==> config.mk <==
export PLATFORM = sky130hd
export DESIGN_NAME = pattern_gen
export DESIGN_NICKNAME = d
export VERILOG_FILES = /design/src/rtl/pattern_gen_pkg.sv /design/src/rtl/pattern_gen_lfsr_next.sv /design/src/rtl/pattern_gen.sv
export SDC_FILE = /design/constraint.sdc
export NUM_CORES = 1
export LEC_CHECK = 0
export CAP_MARGIN = 20
export CORE_MARGIN = 3
export CORE_UTILIZATION = 40
export DETAILED_ROUTE_END_ITERATION = 10
export SLEW_MARGIN = 20
export SYNTH_ARGS = -nofsm -noshare
export SYNTH_HDL_FRONTEND = slang
export SYNTH_SLANG_ARGS = --single-unit
==> constraint.sdc <==
create_clock -name clk -period 2.65 [get_ports clk]
set_input_delay 0.265 -clock clk [delete_from_list [all_inputs] [get_ports clk]]
set_output_delay 0.265 -clock clk [all_outputs]
set_load 0.1 [all_outputs]
==> src/rtl/pattern_gen_pkg.sv <==
// Shared encodings for the pattern generator: stream modes and FSM states.
package pattern_gen_pkg;

    localparam logic [1:0] MODE_INC   = 2'd0;
    localparam logic [1:0] MODE_DEC   = 2'd1;
    localparam logic [1:0] MODE_PRBS  = 2'd2;
    localparam logic [1:0] MODE_CONST = 2'd3;

    typedef enum logic [0:0] {
        S_IDLE = 1'b0,
        S_RUN  = 1'b1
    } state_t;

endpackage

==> src/rtl/pattern_gen_lfsr_next.sv <==
// Combinational next-word function of a Fibonacci LFSR that shifts left,
// feeding the parity of the tapped bits back into the LSB.
module lfsr_next #(
    parameter int              WIDTH = 8,
    parameter logic [WIDTH-1:0] TAPS  = 8'hB8
) (
    input  logic [WIDTH-1:0] cur,
    output logic [WIDTH-1:0] next
);

    logic [WIDTH-1:0] tapped;

    genvar gi;
    generate
        for (gi = 0; gi < WIDTH; gi++) begin : g_tap
            assign tapped[gi] = cur[gi] & TAPS[gi];
        end
    endgenerate

    assign next = {cur[WIDTH-2:0], ^tapped};

endmodule

==> src/rtl/pattern_gen.sv <==
// Test-data source: emits INC/DEC/PRBS/CONST words on a valid/ready stream,
// either as finite bursts (with last/done) or continuously until stopped.
module pattern_gen
    import pattern_gen_pkg::*;
#(
    parameter int               WIDTH = 8,
    parameter int               CNT_W = 16,
    parameter logic [WIDTH-1:0] TAPS  = 8'hB8
) (
    input  logic             clk,
    input  logic             rst,
    input  logic             start,
    input  logic             stop,
    input  logic [1:0]       mode,
    input  logic [WIDTH-1:0] seed,
    input  logic [WIDTH-1:0] step,
    input  logic [CNT_W-1:0] burst_len,
    output logic [WIDTH-1:0] data_out,
    output logic             out_valid,
    input  logic             out_ready,
    output logic             out_last,
    output logic             busy,
    output logic             done
);

    state_t           state_reg;
    logic [WIDTH-1:0] data_reg;
    logic [WIDTH-1:0] data_next;
    logic [WIDTH-1:0] prbs_next;
    logic [WIDTH-1:0] seed_eff;
    logic [1:0]       mode_reg;
    logic [WIDTH-1:0] step_reg;
    logic [CNT_W-1:0] remaining_reg;
    logic             finite_reg;
    logic             last_reg;
    logic             done_reg;
    logic             xfer;

    assign xfer = (state_reg == S_RUN) && out_ready;

    lfsr_next #(.WIDTH(WIDTH), .TAPS(TAPS)) u_lfsr (
        .cur  (data_reg),
        .next (prbs_next)
    );

    // An all-zero LFSR would lock up, so a zero PRBS seed is promoted to 1.
    assign seed_eff = (mode == MODE_PRBS && seed == '0) ? {{(WIDTH-1){1'b0}}, 1'b1} : seed;

    always_comb begin
        data_next = data_reg;
        if (xfer) begin
            case (mode_reg)
                MODE_INC:  data_next = data_reg + step_reg;
                MODE_DEC:  data_next = data_reg - step_reg;
                MODE_PRBS: data_next = prbs_next;
                default:   data_next = data_reg;
            endcase
        end
    end

    always_ff @(posedge clk or negedge rst) begin
        if (!rst) begin
            state_reg     <= S_IDLE;
            data_reg      <= '0;
            mode_reg      <= MODE_INC;
            step_reg      <= '0;
            remaining_reg <= '0;
            finite_reg    <= 1'b0;
            last_reg      <= 1'b0;
            done_reg      <= 1'b0;
        end else begin
            done_reg <= 1'b0;
            case (state_reg)
                S_IDLE: begin
                    if (start && !stop) begin
                        state_reg     <= S_RUN;
                        data_reg      <= seed_eff;
                        mode_reg      <= mode;
                        step_reg      <= step;
                        remaining_reg <= burst_len;
                        finite_reg    <= (burst_len != '0);
                        last_reg      <= (burst_len == CNT_W'(1));
                    end
                end
                S_RUN: begin
                    data_reg <= data_next;
                    if (stop || (xfer && last_reg)) begin
                        state_reg <= S_IDLE;
                        last_reg  <= 1'b0;
                        done_reg  <= 1'b1;
                    end else if (xfer && finite_reg) begin
                        // last flags the beat that will be presented once this one is taken
                        remaining_reg <= remaining_reg - CNT_W'(1);
                        last_reg      <= (remaining_reg == CNT_W'(2));
                    end
                end
                default: state_reg <= S_IDLE;
            endcase
        end
    end

    assign data_out  = data_reg;
    assign out_valid = (state_reg == S_RUN);
    assign out_last  = last_reg;
    assign busy      = (state_reg == S_RUN);
    assign done      = done_reg;

endmodule
**Word-level counts from Yosys, hierarchy flattened**

Cells that the tools add are included.

- Muxes and demuxes: 18
- Eq/ne operators: 11
- $add $sub $neg: 3
- Reduce and logical (&&, ||, !) cells: 15
- Bitwise gates (word level): 1

Operators by type and width:

| kind | number |
|---|---|
| $mux 16 | 3 |
| $pmux 16 s2 | 1 |
| $mux 8 | 3 |
| $pmux 8 s3 | 1 |
| $eq 16x1->1 const B | 1 |
| $eq 16x2->1 const B | 1 |
| $pmux 8 s2 | 1 |
| $reduce_bool 16->1 | 1 |
| $sub 16x1->16 const B | 1 |
| $add 8x8->8 | 1 |
| $logic_not 8->1 | 1 |
| $reduce_xor 8->1 | 1 |
| $sub 8x8->8 | 1 |
| $mux 1 | 7 |
| $reduce_and 3->1 | 2 |
| $logic_and 1x1->1 | 5 |
| $eq 2x2->1 const B | 2 |
| $ne 2x1->1 const B | 2 |
| $ne 2x2->1 const B | 2 |
| $ne 4x1->1 const B | 1 |
| $pmux 1 s2 | 2 |
| $reduce_and 2->1 | 2 |
| $ne 3x1->1 const B | 1 |
| $eq 2x1->1 const B | 1 |
| 4 further kinds | 4 |

- Logic and storage cells: 56
- Flip-flop bits (word level): 38

**Depth between registers and ports, before layout**

- Depth in word-level cells: 5
- Depth in mapped cells: 11
- Gate-level depth less buffers: 10

**Modules after synthesis**

From an unflattened synthesis, not the netlist that was laid out.

- Cell total of the unflattened synthesis: 315
- Area, all modules: 2,600.0 µm²

Modules (own cells, without submodules):

| module | area an instance (µm²) | cells an instance | instances |
|---|---|---|---|
| pattern_gen | 2,521.2 | 305 | 1 |
| lfsr_next | 78.8 | 10 | 1 |

**Worst setup path after synthesis**

Ideal clock, no wire load.

- Path kind: reg-to-reg
- Start point: register data_reg[0], in the netlist data_out[0]
- End point: register data_reg[4], in the netlist data_out[4]
- Slack: 0.219 ns
- Cell stages (with the launch flop): 10
- Arrival: 2.348 ns
- Required time: 2.567 ns
- Path buffers: 0
- Path through: dfrtp_1 > inv_1 > ha_1 > inv_1 > fa_1 > a21o_1 > a22o_1 > o311ai_0 > o21ai_0 > o21ai_0

- Cells in the longest elaborated chain, start to end: 4
- Elaborated cells on any way between the ends: 5

Ends and longest elaborated chain:

| item | line | text |
|---|---|---|
| from (decl) | pattern_gen.sv:27 | `logic [WIDTH-1:0] data_reg;` |
| from (signal assigned) | pattern_gen.sv:86 | `data_reg <= data_next;` |
| $sub 8x8->8 / $add 8x8->8 (equally long branches) | pattern_gen.sv:54, pattern_gen.sv:53 |  |
| $pmux 8 s3 * | pattern_gen.sv:52 | `case (mode_reg)` |
| $mux 8 * | pattern_gen.sv:51 | `if (xfer) begin` |
| $pmux 8 s2 * | pattern_gen.sv:73 | `case (state_reg)` |

Mark *: on every way between the ends. The rest lies on a longest branch, timed or not. The select of a mux whose other input is x is not followed.
A chain may end at the register's enable or synchronous reset.

**Worst setup path after layout**

- Start point: register mode_reg[1]
- End point: register data_reg[7], in the netlist data_out[7]

- Cells in the longest elaborated chain, start to end: 4
- Elaborated cells on any way between the ends: 8

Ends and longest elaborated chain:

| item | line | text |
|---|---|---|
| from (decl) | pattern_gen.sv:31 | `logic [1:0] mode_reg;` |
| from (signal assigned) | pattern_gen.sv:78 | `mode_reg <= mode;` |
| $eq 2x2->1, or another cell as far along | pattern_gen.sv:52 |  |
| $pmux 8 s3 | pattern_gen.sv:52 |  |
| $mux 8 | pattern_gen.sv:51 |  |
| $pmux 8 s2 | pattern_gen.sv:73 |  |

Several ways; a longest one is shown, not always the timed one. The select of a mux whose other input is x is not followed.

==> flow_summary.toml <==
[die]
pin_count = 51
rows = 29
dieArea_sq_mm = 0.00764
fp.coreArea_sq_mm = 0.00639
fp.dieH_microns = 87.4
initial_utilization_pct = 41.5
die_w_microns = 87.4

[logic_synthesis]
synth_compound_area_share_pct = 21.8
synthMuxAreaShare_pct = 3.82
synth_top_family_by_area = "simple AND/OR/NAND/NOR gates"
synthAdderAreaFrac_pct = 6.89
netlist_instances = 316
ys_ff_latch = 38
synth-edff-count = 0
syn_nets = 369
synth_xor_area_share_pct = 3.97
synth_top_flop_cell = "dfrtp_1"
synth_area_sq_mm = 0.00265
ys_seq_area_share_pct = 35.9
async_flop_share_pct = 100
synth-warning-count = 0
syn_avg_cell_area_sq_um = 8.39
synth_cell_type_count = 51
synth-simple-area-share_pct = 22.6

[worst_setup_path]
required_ns = 2.82
end_kind = "register"
worst-setup-path-type = "reg2reg"
regToRegStartpoint = "mode_reg[1]$_DFFE_PN0P_"
arrival_ns = 2.54
rr_worst_depth = 9
worstPathMaxFanout = 7
worstReg2RegEnd = "data_out[7]$_DFFE_PN0P_"
r2r_setup_slack_ns = 0.27
critPathLaunchType = "register"

[worst_hold_path]
min_path_type = "in2async"

[timing]
hold_violations = 0
period_needed_ns = 2.38
tns_ns = 0
finalSetupViolCount = 0
final_max_slew_viol_count = 0
finalCritPeriodShare_pct = 89.6
relSlewSlack_pct = 41.2
rsz0062_at_grt = "false"
worst_hold_slack_ns = 0.0774
finalClockSkew_ns = 0.00659
tightest_slew_ns = 0.882
fmax_mhz = 421

[clocking]
postCtsSetupRepairBufs = 0
cts_tree = "built"
clk_pin_slew_ns = 0.08
numCtsBuffers = 5
htree_levels = 2
cts.sinks = 38
ctsLongestPathBuffers = 2
cts_root_buf = "clkbuf_8"
clk-insertion-delay-late_ns = 0.30

[detailed_routing]
post_drt_wl_per_cell_microns = 16.0
dr_total_vias = 2450
viasPerCell = 5.57
drtPass1Iterations = 4
totalWireLength_mm = 7.02
first_iter_violations = 95
drtAntennaViolNets = 0
drc = 0

[pwr]
powerDensity_mw_per_mm2 = 967
leakage_nw = 1.34
vdd_drop_max_mv = 0.636

[global_routing]
grt-ovfl-total = 0
grt_pass1_vias = 2300
grt_max_degree = 39
antenna_found_initial = 0
track_usage_pct = 19.7
grt_pass1_wl_mm = 11.8

[placement]
gp_congestion = 0.825
io_buffers = 50
hpwl_mm = 5.33

[run_status]
status = "finished, final reports clean"

[cells_and_area]
n_antenna_cell = 0
largest_reg_flops = 16
drive_above_1_share_pct = 9.92
nets = 415
area_growth_syn_to_layout_pct = 23.2

[job]
maxCapViolCount = 0
==> synthesized netlist by cell type (5+ instances only) <==
library cell	number	share of area (%)
a21oi_1	22	4.2
a31oi_1	5	1.2
buf_2	5	0.94
clkbuf_1	6	0.85
dfrtp_1	38	36
ha_1	13	6.1
inv_1	14	2.0
mux2i_1	9	3.4
nand2_1	42	5.9
nand3_1	7	1.3
nor2_1	20	2.8
nor3_1	11	2.1
nor4_1	6	1.4
o21ai_0	33	6.2
o22ai_1	13	3.1
xnor2_1	12	4.0
==> critical path, stage by stage (launching register included) <==
cell and delay, ns:
dfrtp_1 0.39, inv_1 0.10, ha_2 0.26, mux2i_1 0.34, ha_1 0.29, nor2b_1 0.14
o31a_1 0.27, o21ai_0 0.24, xnor2_1 0.14, a31oi_1 0.09
==> worst max path at each step <==
stage	from	endpoint	slack, ns	cells after the start
finish	mode_reg[1]$_DFFE_PN0P_	data_out[7]$_DFFE_PN0P_	0.27	9
global route	step_reg[0]$_DFFE_PN0P_	data_out[4]$_DFFE_PN0P_	0.06	10
CTS	mode_reg[1]$_DFFE_PN0P_	data_out[4]$_DFFE_PN0P_	0.16	9
detailed placement	mode_reg[1]$_DFFE_PN0P_	data_out[4]$_DFFE_PN0P_	0.21	9
global placement	mode_reg[1]$_DFFE_PN0P_	data_out[4]$_DFFE_PN0P_	0.31	9
floorplan	data_out[0]$_DFFE_PN0P_	data_out[4]$_DFFE_PN0P_	0.22	9
==> final cells by class <==
class,instances,area [sq um]
clock buffers,6,72.6
clock inverters,2,13.8
fillers,623,3120
inverters,15,56.3
multi-input cells,247,1570
flip-flops and latches,38,951
well taps,77,96.3
repair buffers,55,503
==> what timing repair did <==
| item | CTS | global route |
|---|---|---|
| gates resized for setup | 0 | 2 |
| hold buffers | 0 | 0 |
| hold endpoints to repair | 0 | 0 |
| setup endpoints to repair | 0 | 1 |
==> cell usage in the layout (no fill, tap or decap), types with 3 or more instances in the layout <==
| master | count |
|---|---|
| a211oi_1 | 3 |
| a21o_1 | 4 |
| a21oi_1 | 21 |
| a31oi_1 | 5 |
| and3_1 | 4 |
| buf_4 | 17 |
| clkbuf_8 | 5 |
| clkdlybuf4s50_1 | 37 |
| dfrtp_1 | 38 |
| ha_1 | 12 |
| inv_1 | 14 |
| mux2i_1 | 9 |
| nand2_1 | 42 |
| nand3_1 | 7 |
| nand4_1 | 4 |
| nor2_1 | 20 |
| nor3_1 | 11 |
| nor4_1 | 6 |
| o21a_1 | 4 |
| o21ai_0 | 33 |
| o22ai_1 | 13 |
| xnor2_1 | 12 |
==> metrics by stage <==
stage	std cells	cell area (sq um)	worst slack, ns	util, %	total power (W)
floorplan	316	2650	0.219	-	0.00232
global placement	432	3180	0.312	49.7	0.00273
detailed placement	432	3180	0.214	49.7	0.00276
CTS	440	3260	0.158	51.1	0.00316
global route	440	3260	0.0639	51.1	0.00341
finish	440	3260	0.274	51.1	0.00316
==> metal layers <==
metal / routed length, microns / GRT usage (%) / share of wire, %
met1: 3560 / 30.0 / 51
met4: 69 / 4.60 / 0.98
met2: 3120 / 29.0 / 44
met5: 0 / 0 / 0
met3: 272 / 2.74 / 3.9
==> cell families (layout without fill, tap and decap cells) <==
logic type               count (synthesis)  after routing
AO/OA/AOI/OAI                           97             97
flip-flops                              38             38
multiplexers                            10             10
buffers and inverters                   31             78
adder cells (fa/ha/maj)                 14             14
AND/OR/NAND/NOR                        114            114
XOR/XNOR                                12             12
==> power by group <==
part / leakage (nW) / internal [W] / switching (W) / total, W
sequential: 0.461 / 0.000739 / 0.000248 / 0.000988
clock: 0.0452 / 0.000186 / 0.000222 / 0.000408
combinational: 0.836 / 0.000673 / 0.00109 / 0.00176
(Power assumes the default switching activity.)
